File: config.mk
export PLATFORM = sky130hd
export DESIGN_NAME = pipeline_run_controller
export DESIGN_NICKNAME = d
export VERILOG_FILES = /design/src/rtl/pipeline_run_controller_pkg.sv /design/src/rtl/hazard_detect.sv /design/src/rtl/pipeline_run_controller.sv
export SDC_FILE = /design/constraint.sdc
export NUM_CORES = 1
export LEC_CHECK = 0
export CAP_MARGIN = 5
export CORE_ASPECT_RATIO = 1.5
export CORE_UTILIZATION = 49
export DETAILED_ROUTE_END_ITERATION = 7
export PLACE_DENSITY = 0.81
export SLEW_MARGIN = 20
export SYNTH_ARGS = -nofsm -noshare
export SYNTH_HDL_FRONTEND = slang
export SYNTH_SLANG_ARGS = --single-unit
File: constraint.sdc
create_clock -name clock -period 2.8 [get_ports clock]
set_input_delay 0.42 -clock clock [delete_from_list [all_inputs] [get_ports clock]]
set_output_delay 0.42 -clock clock [all_outputs]
set_load 0.01 [all_outputs]
File: src/rtl/pipeline_run_controller_pkg.sv
// rtl/pipeline_run_controller_pkg.sv - shared run-controller state codes and stall helpers
package pipeline_run_controller_pkg;

  // UART-visible state codes; the UART and ID decoders depend on these values
  localparam logic [1:0] S_IDLE  = 2'd0;
  localparam logic [1:0] S_RUN   = 2'd1;
  localparam logic [1:0] S_STEP  = 2'd2;
  localparam logic [1:0] S_DRAIN = 2'd3;

  localparam logic [5:0] HALT_OPCODE = 6'h3F;

  typedef struct packed {
    logic pc_write;
    logic if_id_write;
    logic id_ex_bubble;
  } stall_ctrl_t;

  function automatic stall_ctrl_t stall_ctrl(input logic hold);
    stall_ctrl_t s;
    s.pc_write     = ~hold;
    s.if_id_write  = ~hold;
    s.id_ex_bubble = hold;
    return s;
  endfunction

endpackage

File: src/rtl/hazard_detect.sv
// rtl/hazard_detect.sv - combinational load-use hazard compare
module hazard_detect (
  input  logic       EX_mem_read,
  input  logic [4:0] EX_rt,
  input  logic [4:0] ID_rs,
  input  logic [4:0] ID_rt,
  output logic       hz
);

  // $zero is never a real dependency, so a load into r0 cannot stall
  assign hz = EX_mem_read && (EX_rt != 5'd0) && ((EX_rt == ID_rs) || (EX_rt == ID_rt));

endmodule

File: src/rtl/pipeline_run_controller.sv
// rtl/pipeline_run_controller.sv - run/step/halt/drain sequencer and load-use stall control
module pipeline_run_controller
  import pipeline_run_controller_pkg::*;
#(
  parameter int CNT_W        = 32,
  parameter int DRAIN_CYCLES = 4
) (
  input  logic             clock,
  input  logic             reset_n,
  input  logic             run_cmd,
  input  logic             step_cmd,
  input  logic             halt_cmd,
  input  logic             clr_cnt,
  input  logic             halt_instr,
  input  logic [4:0]       ID_rs,
  input  logic [4:0]       ID_rt,
  input  logic [4:0]       EX_rt,
  input  logic             EX_mem_read,
  input  logic             branch_taken,
  input  logic             jump_sel,
  output logic             enable,
  output logic             PC_write,
  output logic             IF_ID_write,
  output logic             ID_EX_bubble,
  output logic [1:0]       state,
  output logic             done,
  output logic [CNT_W-1:0] cycle_count
);

  localparam int              DW         = (DRAIN_CYCLES > 1) ? $clog2(DRAIN_CYCLES) : 1;
  localparam logic [DW-1:0]   DRAIN_LOAD = DW'(DRAIN_CYCLES - 1);

  logic [1:0]    next_state;
  logic [DW-1:0] drain_cnt;
  logic [DW-1:0] drain_next;
  logic          done_next;
  logic          hz;
  stall_ctrl_t   ctrl;

  hazard_detect u_hazard_detect (
    .EX_mem_read (EX_mem_read),
    .EX_rt       (EX_rt),
    .ID_rs       (ID_rs),
    .ID_rt       (ID_rt),
    .hz          (hz)
  );

  always_comb begin
    next_state = state;
    drain_next = drain_cnt;
    done_next  = 1'b0;
    case (state)
      S_IDLE: begin
        if (run_cmd)       next_state = S_RUN;
        else if (step_cmd) next_state = S_STEP;
      end
      S_RUN: begin
        if (halt_cmd) begin
          next_state = S_IDLE;
        end else if (halt_instr) begin
          next_state = S_DRAIN;
          drain_next = DRAIN_LOAD;
        end
      end
      S_STEP: begin
        if (halt_cmd) begin
          next_state = S_IDLE;
        end else if (halt_instr) begin
          next_state = S_DRAIN;
          drain_next = DRAIN_LOAD;
        end else begin
          next_state = S_IDLE;
        end
      end
      S_DRAIN: begin
        // An operator halt aborts the drain silently; only a natural finish reports done
        if (halt_cmd) begin
          next_state = S_IDLE;
        end else if (drain_cnt == '0) begin
          next_state = S_IDLE;
          done_next  = 1'b1;
        end else begin
          drain_next = drain_cnt - 1'b1;
        end
      end
      default: next_state = S_IDLE;
    endcase
  end

  always_ff @(posedge clock or negedge reset_n) begin
    if (!reset_n) begin
      state     <= S_IDLE;
      drain_cnt <= '0;
      done      <= 1'b0;
    end else begin
      state     <= next_state;
      drain_cnt <= drain_next;
      done      <= done_next;
    end
  end

  assign enable = (state != S_IDLE);

  // Taken branch/jump flushes IF_ID itself, so the stall would only lose a cycle
  always_comb begin
    if (state == S_DRAIN) ctrl = stall_ctrl(1'b1);
    else                  ctrl = stall_ctrl(enable && hz && !(branch_taken || jump_sel));
  end

  assign PC_write     = ctrl.pc_write;
  assign IF_ID_write  = ctrl.if_id_write;
  assign ID_EX_bubble = ctrl.id_ex_bubble;

  always_ff @(posedge clock or negedge reset_n) begin
    if (!reset_n) begin
      cycle_count <= '0;
    end else if (clr_cnt) begin
      cycle_count <= '0;
    end else if (enable && (cycle_count != {CNT_W{1'b1}})) begin
      cycle_count <= cycle_count + 1'b1;
    end
  end

endmodule

### After elaboration in Yosys (flattened, before gate mapping)

Cells that the tools add are included.
Widths: inputs -> output; s select.

* flip-flop bits (word level): 37
* latch bits: 0
* memory bits (writable): 0
* bits in read-only memories: 0
* word-level logic and storage cells: 56
* memories kept: 0

* $add $sub $neg: 2
* $mul: 0
* div/mod/pow operators: 0
* $lt $le $gt $ge: 0
* equality and inequality tests: 13
* shift operators: 0
* multiplexer cells: 19
* bitwise logic cells: 1
* reductions and logical operators: 17

Operators with widths (count)
* $mux 32: 2
* $add 32x1->32 const B: 1
* $ne 32x32->1 const B: 1
* $mux 2: 11
* $eq 5x5->1: 2
* $ne 3x3->1 const B: 3
* $pmux 2 s4: 1
* $ne 2x2->1 const B: 3
* $reduce_bool 2->1: 3
* $logic_and 1x1->1: 5
* $reduce_and 5->1: 1
* $reduce_bool 5->1: 1
* $eq 2x2->1 const B: 2
* $logic_not 2->1: 2
* $pmux 2 s2: 1
* $mux 1: 3
* $mux 3: 1
* $reduce_and 3->1: 1
* $eq 2x1->1 const B: 1
* $logic_or 1x1->1: 2
* $ne 2x1->1 const B: 1
* $reduce_or 2->1: 1
* $sub 2x1->2 const B: 1
* $logic_not 1->1: 1
* $not 1->1: 1

### Logic depth before layout (Yosys ltp)

Gate-level depths: netlist of the first run.

* depth after elaboration: 7
* gate-level depth with buffers: 9

### By module

A second synthesis of the first run with hierarchy kept.

* cell total of the unflattened synthesis: 252
* area total of the unflattened synthesis: 2356.0 µm²

Modules (own cells, without submodules)
* pipeline_run_controller: times used 1, cells each 235, area an instance 2230.9 µm²
* hazard_detect: times used 1, cells each 17, area an instance 125.1 µm²

### Worst setup path after synthesis of the first run

Ideal clock, no wire load.

* kind: flip-flop to flip-flop
* start: register state[0]
* end: register cycle_count[22]
* arrival time: 1.921 ns
* path slack: 0.748 ns
* stages on the path, launching flop included: 10
* path buffers: 2
* clock period less this slack: 2.052 ns
* cells stage by stage: dfrtp_1 inv_1 ha_1 clkbuf_1 and4b_1 nand4bb_1 buf_2 a2111oi_2 xnor2_1 nor2_1

* longest elaborated chain between the ends: 3

RTL lines
* start, declared: RTL line pipeline_run_controller.sv:25 `output logic [1:0] state,`
* start signal, assigned: RTL line pipeline_run_controller.sv:96 `state <= next_state;`
* $reduce_bool 2->1: RTL line pipeline_run_controller.sv:102 `assign enable = (state != S_IDLE);`
* $logic_and 1x1->1: RTL line pipeline_run_controller.sv:119 `end else if (enable && (cycle_count != {CNT_W{1'b1}})) begin`
* $reduce_bool 2->1 (no line)
* end signal, assigned: RTL line pipeline_run_controller.sv:120 `cycle_count <= cycle_count + 1'b1;`
* end, declared: RTL line pipeline_run_controller.sv:27 `output logic [CNT_W-1:0] cycle_count`

No other way between the ends.
A chain may end at the register's enable or synchronous reset.

### Worst setup path in the final report of the first run

* start: input port EX_rt[4]
* end: output port ID_EX_bubble

* longest elaborated chain between the ends: 6
* elaborated cells on any way between the ends: 9
* classes of those cells: eq/ne: 2; mux: 1; reduce/logical: 6

RTL lines
* start, declared: RTL line pipeline_run_controller.sv:17 `input logic [4:0] EX_rt,`
* $eq 5x5->1 or $reduce_bool 5->1 (tied branches): RTL line hazard_detect.sv:11 `assign hz = EX_mem_read && (EX_rt != 5'd0) && ((EX_rt == ID_rs) || (EX_rt == ID_rt));`
* $logic_or 1x1->1 or $logic_and 1x1->1 (tied branches): RTL line hazard_detect.sv:11
* $logic_and 1x1->1 (*): RTL line hazard_detect.sv:11
* $logic_and 1x1->1 (*) (2 in a row): RTL line pipeline_run_controller.sv:107 `else ctrl = stall_ctrl(enable && hz && !(branch_taken || jump_sel));`
* $mux 3 (*): RTL line pipeline_run_controller.sv:106 `if (state == S_DRAIN) ctrl = stall_ctrl(1'b1);`
* end, declared: RTL line pipeline_run_controller.sv:24 `output logic ID_EX_bubble,`

Mark *: on every way between the ends. The rest lies on a longest branch, timed or not.

==> results_dict.tcl, run 1 <==
set metrics [dict create \
    drive_above_1_share 0.107 \
    syn_nets 290 \
    grt_pass1_vias 2134 \
    rr_worst_depth 6 \
    clk_latency_ns 0.29 \
    worstSetupStartpointType "input port" \
    postSynthCellCount 259 \
    power_leakage_nw 1.21 \
    hp-class "input port to asynchronous set/reset pin" \
    cp_common_cell "clkdlybuf4s50_1" \
    design.core.area_um2 4580 \
    cp_num_cells 6 \
    max_slew.worst_pin.slew_ns 0.831 \
    cts_tree "yes" \
    rrSetupSlack_ns 0.47 \
    fin_crit_sh 0.952 \
    die_h_um 87.1 \
    top_usage_layer "met2" \
    die_w_um 58.8 \
    pin_count 64 \
    grt_pass1_wl_um 9330 \
    fin_tns_setup_ns 0 \
    overflow 0 \
    routed_wl_um 5460 \
    synth_edf_count 0 \
    slew_headroom 0.446 \
    yosysUniqueCellTypes 50 \
    slowest_delay_ns 0.54 \
    powerDensity_nw_per_um2 504 \
    setup.worst_path.end_class "output pin" \
    worstPathCellList "clkdlybuf4s50_1 -> xnor2_1 -> nand3_1 -> o31ai_1 -> a31o_2 -> clkdlybuf4s50_1" \
    clk_path_buf_depth 2 \
    grtUsageMet2 0.424 \
    period_needed_ns 2.67 \
    first_iter_violations 78 \
    vias_per_cell 5.66 \
    num_antenna_cells 0 \
    rows 30 \
    ir_worst_vdd_v 0.000441 \
    slew_violations 0 \
    setup_violations 0 \
    grt_use_met3 0.0520 \
    ys.flop_type "dfrtp_1" \
    crit_type "input port to output pin" \
    crit_required_ns 2.38 \
    die_area_um2 5120 \
    cts.sinks 37 \
    synth.avg_cell_area_um2 9.14 \
    synthArstFlopShare 1.00 \
    worstPathArrival_ns 2.25 \
    yosys_warnings 0 \
    drc 0 \
    clockRootBuffer "clkbuf_8" \
    ant_nets 0 \
    cts_made_buffers 5 \
    hold_viol_final 0 \
    grtUsageMet1 0.260 \
    critPathSlowestCell "clkdlybuf4s50_1" \
    grt_antenna_before_repair 0 \
    cp_max_fo 3 \
    syn_area_um2 2370 \
    yosysSeqAreaShare 0.391 \
    grt_max_degree 38 \
    gp_congestion 0.906 \
    grt_util_all_layers 0.236 \
    rsz0062_at_grt "no" \
    clock.fmax_ghz 0.375 \
    status "finished, final reports clean" \
    wl_per_cell_um 14.0 \
    io_buffer_count 63 \
    clk_pin_slew_ns 0.07 \
    dr_total_vias 2215 \
    endpoint "ID_EX_bubble" \
    drv_cap 0 \
    ys_seq_elements 37 \
    area_delta_synth_final_pct 34.1 \
    dr.pass1.iters 4 \
    hpwl_um 4090 \
    r2r_end "cycle_count[29]" \
    timing.hold.ws_ns 0.226 \
    crit_start "EX_rt[4]" \
    path_delay_family "buffers and inverters" \
    nets 357 \
    fin_skew_ns 0.00378 \
    rr_startpoint "cycle_count[26]" \
    start_util 0.517 \
    cp_num_buf_inv 2 \
    htree_levels 2 \
]
## final cells by class
type / count / area, um2
Timing Repair Buffer: 71 / 686
Clock buffer: 7 / 96.3
Clock inverter: 1 / 5.00
Multi-Input combinational cell: 202 / 1350
Tap cell: 64 / 80.1
Inverter: 9 / 33.8
Sequential cell: 37 / 926
Fill cell: 381 / 1410
## kinds of logic (layout without fill, tap and decap cells)
| family | Yosys count | in the layout | synth area share |
|---|---|---|---|
| buffers and inverters | 20 | 88 | 0.0423 |
| muxes | 2 | 2 | 0.0111 |
| AOI/OAI and AO/OA | 59 | 59 | 0.164 |
| and+or+nand+nor | 112 | 112 | 0.275 |
| xor gates and xnor gates | 23 | 23 | 0.0851 |
| adders and majority gates | 6 | 6 | 0.0317 |
| DFF | 37 | 37 | 0.391 |
## per-layer routing
metal  vias to the layer above  routed length (um)
li1                       1069                   -
met2                        67                2970
met3                         9                 236
met5                         -                   0
met1                      1070                2140
met4                         0                 110
## cell usage after synthesis (3+ instances only)
| cell type | number | share of area |
|---|---|---|
| and3_1 | 4 | 0.011 |
| or2_2 | 3 | 0.0079 |
| a31o_2 | 3 | 0.011 |
| clkbuf_1 | 5 | 0.0079 |
| a21oi_1 | 23 | 0.049 |
| or3_1 | 9 | 0.024 |
| a211oi_1 | 5 | 0.016 |
| nand4_1 | 4 | 0.011 |
| or4_1 | 6 | 0.019 |
| dfrtp_1 | 37 | 0.39 |
| o21ai_0 | 7 | 0.015 |
| nand2b_1 | 5 | 0.013 |
| inv_1 | 9 | 0.014 |
| nand2_1 | 19 | 0.030 |
| o31ai_1 | 9 | 0.029 |
| nor3_1 | 3 | 0.0063 |
| xor2_1 | 5 | 0.018 |
| xnor2_1 | 18 | 0.067 |
| ha_1 | 6 | 0.032 |
| nand3_1 | 12 | 0.025 |
| nor2_1 | 28 | 0.044 |
## stage by stage
| stage | util | instance area (um2) | power, mW | worst slack, ns | std cells |
|---|---|---|---|---|---|
| after floorplan | - | 2370 | 0.964 | 0.748 | 259 |
| after global placement | 0.670 | 3070 | 1.18 | 0.195 | 383 |
| after detailed placement | 0.670 | 3070 | 1.20 | 0.148 | 383 |
| after CTS | 0.692 | 3170 | 1.61 | 0.113 | 391 |
| after global routing | 0.693 | 3170 | 1.71 | 0.0133 | 391 |
| final | 0.693 | 3170 | 1.60 | 0.135 | 391 |
## power by group
part	total (mW)	internal [mW]	switching, mW	leakage (nW)
Sequential	0.612	0.569	0.0427	0.502
Clock	0.410	0.222	0.188	0.0542
Combinational	0.578	0.274	0.304	0.651
Total	1.60	1.07	0.534	1.21
## sequential cells by signal, indices dropped and copies added, names as in the netlist
name and flops:
state 2, done 1, cycle_count 32, drain_cnt 2
## cell usage in the layout (no fill, tap or decap), types with 2 or more instances in the layout
master	count
o31ai_1	9
clkbuf_8	7
clkdlybuf4s50_1	62
and3_1	4
nand4_1	4
and2_1	2
or2_2	3
buf_4	8
ha_1	6
and4_1	2
or4_1	6
nor4b_2	3
xnor2_1	18
nand3_1	12
a31o_2	3
nor2_1	28
a21oi_1	23
dfrtp_1	37
or3_1	9
nor3_1	3
inv_1	9
a2111oi_2	2
nand2b_1	5
o21ai_0	7
xor2_1	5
nor2b_1	2
a211oi_1	5
a31oi_1	2
nand2_1	19
nor4_1	2
## worst min path at each step
stage	from	to	slack [ns]	cells past startpoint
global route	reset_n	cycle_count[24]	0.30	1
detailed placement	drain_cnt[0]	drain_cnt[0]	0.47	1
floorplan	reset_n	cycle_count[0]	0.12	0
CTS	reset_n	cycle_count[23]	0.25	1
global placement	drain_cnt[0]	drain_cnt[0]	0.46	1
finish	reset_n	cycle_count[23]	0.23	1
## timing repair
action,4_1_cts,5_1_grt
endpoints found under the setup margin,0,3
buffers inserted,0,0
hold buffers,0,0
gates resized for setup,0,1
No activity file was read; power rests on OpenSTA's default activity.
==> run 2: changes to the inputs <==
Settings changed: CAP_MARGIN 5 to 20.
==> results of run 2 <==
Same layout as run 1: the final DEF is identical, and so are final timing and power.
==> run 3: changes to the inputs <==
Settings changed: CORE_UTILIZATION 49 to 44, PLACE_DENSITY 0.81 to 0.77.
Clock period 2.8 ns to 2.2 ns, I/O delays scaled along.
==> results_dict.tcl, run 3 (synthesis gave the netlist of run 1 again) <==
set metrics [dict create \
    hp-class "input port to asynchronous set/reset pin" \
    grt_max_degree 38 \
    final_common_cell "clkdlybuf4s50_1" \
    setup.worst_path.end_class "output pin" \
    area_delta_synth_final_pct 38.4 \
    power_leakage_nw 1.28 \
    clk_pin_slew_ns 0.08 \
    wl_per_cell_um 13.7 \
    slew_headroom 0.448 \
    dr.pass1.iters 4 \
    grt_util_all_layers 0.222 \
    setup_violations 0 \
    die_w_um 61.9 \
    cp_max_fo 2 \
    fin_crit_sh 0.960 \
    drive_above_1_share 0.150 \
    overflow 0 \
    drc 0 \
    layout_common_cells "clkdlybuf4s50_1 (56), dfrtp_1 (37), nor2_1 (28)" \
    nets 369 \
    htree_levels 2 \
    grt_pass1_vias 2264 \
    grt_antenna_before_repair 0 \
    start_util 0.458 \
    die_h_um 91.8 \
    rsz0062_at_grt "no" \
    ir_worst_vdd_v 0.000573 \
    fin_skew_ns 0.0121 \
    largest_register_ffs 32 \
    regMostFlops "cycle_count" \
    grt_pass1_wl_um 9500 \
    powerDensity_nw_per_um2 630 \
    worstPathArrival_ns 1.78 \
    rows 32 \
    die_area_um2 5680 \
    clk_path_buf_depth 2 \
    crit_required_ns 1.87 \
    crit_type "register to output pin" \
    worstSetupStartpointType "register" \
    status "finished, final reports clean" \
    num_antenna_cells 0 \
    clockRootBuffer "clkbuf_8" \
    dr_total_vias 2268 \
    cts_tree "yes" \
    postCtsSetupBuffers 0 \
    ant_nets 0 \
    fin_tns_setup_ns 0 \
    cts.sinks 37 \
    routed_wl_um 5580 \
    drv_cap 0 \
    cts_made_buffers 5 \
    slew_violations 0 \
    pin_count 64 \
    hpwl_um 4260 \
    hold_viol_final 0 \
    largestRegisters "cycle_count: 32 flops, drain_cnt: 2 flops, state: 2 flops" \
    max_slew.worst_pin.slew_ns 0.828 \
    clk_latency_ns 0.30 \
    clock.fmax_ghz 0.474 \
    gp_congestion 0.802 \
    vias_per_cell 5.57 \
    total_power_mw 2.06 \
    design.core.area_um2 5160 \
    first_iter_violations 146 \
    period_needed_ns 2.11 \
    io_buffer_count 63 \
]
## run 3: cell count changes in the layout (fill, tap and decap cells not counted), sizes merged
cell / previous run / this run
buf: 9 / 21
dlygate4sd2: 0 / 3
clkbuf: 7 / 6
clkinv: 1 / 2
dlymetal6s2s: 0 / 2
clkdlybuf4s50: 62 / 56
clkinvlp: 0 / 1
## run 3: critical path, stage by stage (launching register included)
cell	delay, ns
dfrtp_1	0.35
inv_1	0.06
ha_1	0.24
nor4b_2	0.29
buf_4	0.16
a31oi_1	0.09
dlygate4sd2_1	0.30
## run 3: path summary, 6_finish.rpt
kind | from | end | slack, ns | depth (start not counted)
max | state[0] | IF_ID_write | 0.09 | 6
min | reset_n | cycle_count[28] | 0.12 | 1
max reg2reg | cycle_count[0] | cycle_count[19] | 0.14 | 7
min reg2reg | drain_cnt[0] | drain_cnt[0] | 0.48 | 1
max in group asynchronous | reset_n | state[1] | 1.55 | 1
min in group clock | drain_cnt[0] | drain_cnt[0] | 0.48 | 1
## run 3: what timing repair did
item,CTS,global route
hold buffers,0,0
setup endpoints to repair,3,6
pin swaps,0,1
gates cloned,0,0
resized for setup,5,7
## run 3: layer usage
metal	global-route usage	wire (um)	share of wire
met1	0.244	2260	0.40
met2	0.392	2990	0.54
met3	0.0395	212	0.038
met4	0.102	124	0.022
met5	0	0	0
## run 3: stage by stage
stage               std cells   util  setup slack [ns]  instance area (um2)  hold WS (ns)
finish                    407  0.634            0.0885                 3280         0.119
global route              407  0.634           0.00559                 3280         0.201
CTS                       407  0.631            0.0298                 3260         0.153
detailed placement        399  0.615            -0.267                 3170         0.473
global placement          399  0.615            -0.215                 3170         0.457
floorplan                 259      -             0.148                 2370        0.0344
## run 3: report_power, final
group | leakage, nW | switching, mW | internal [mW]
Clock | 0.0439 | 0.257 | 0.219
Sequential | 0.502 | 0.0267 | 0.724
Combinational | 0.735 | 0.437 | 0.399
Total | 1.28 | 0.720 | 1.34
## run 3: area by class of cell
class / count / area [um2]
Inverter: 9 / 33.8
Timing Repair Buffer: 83 / 785
Tap cell: 68 / 85.1
Clock inverter: 3 / 17.5
Clock buffer: 5 / 68.8
Fill cell: 443 / 1890
Sequential cell: 37 / 926
Multi-Input combinational cell: 202 / 1360
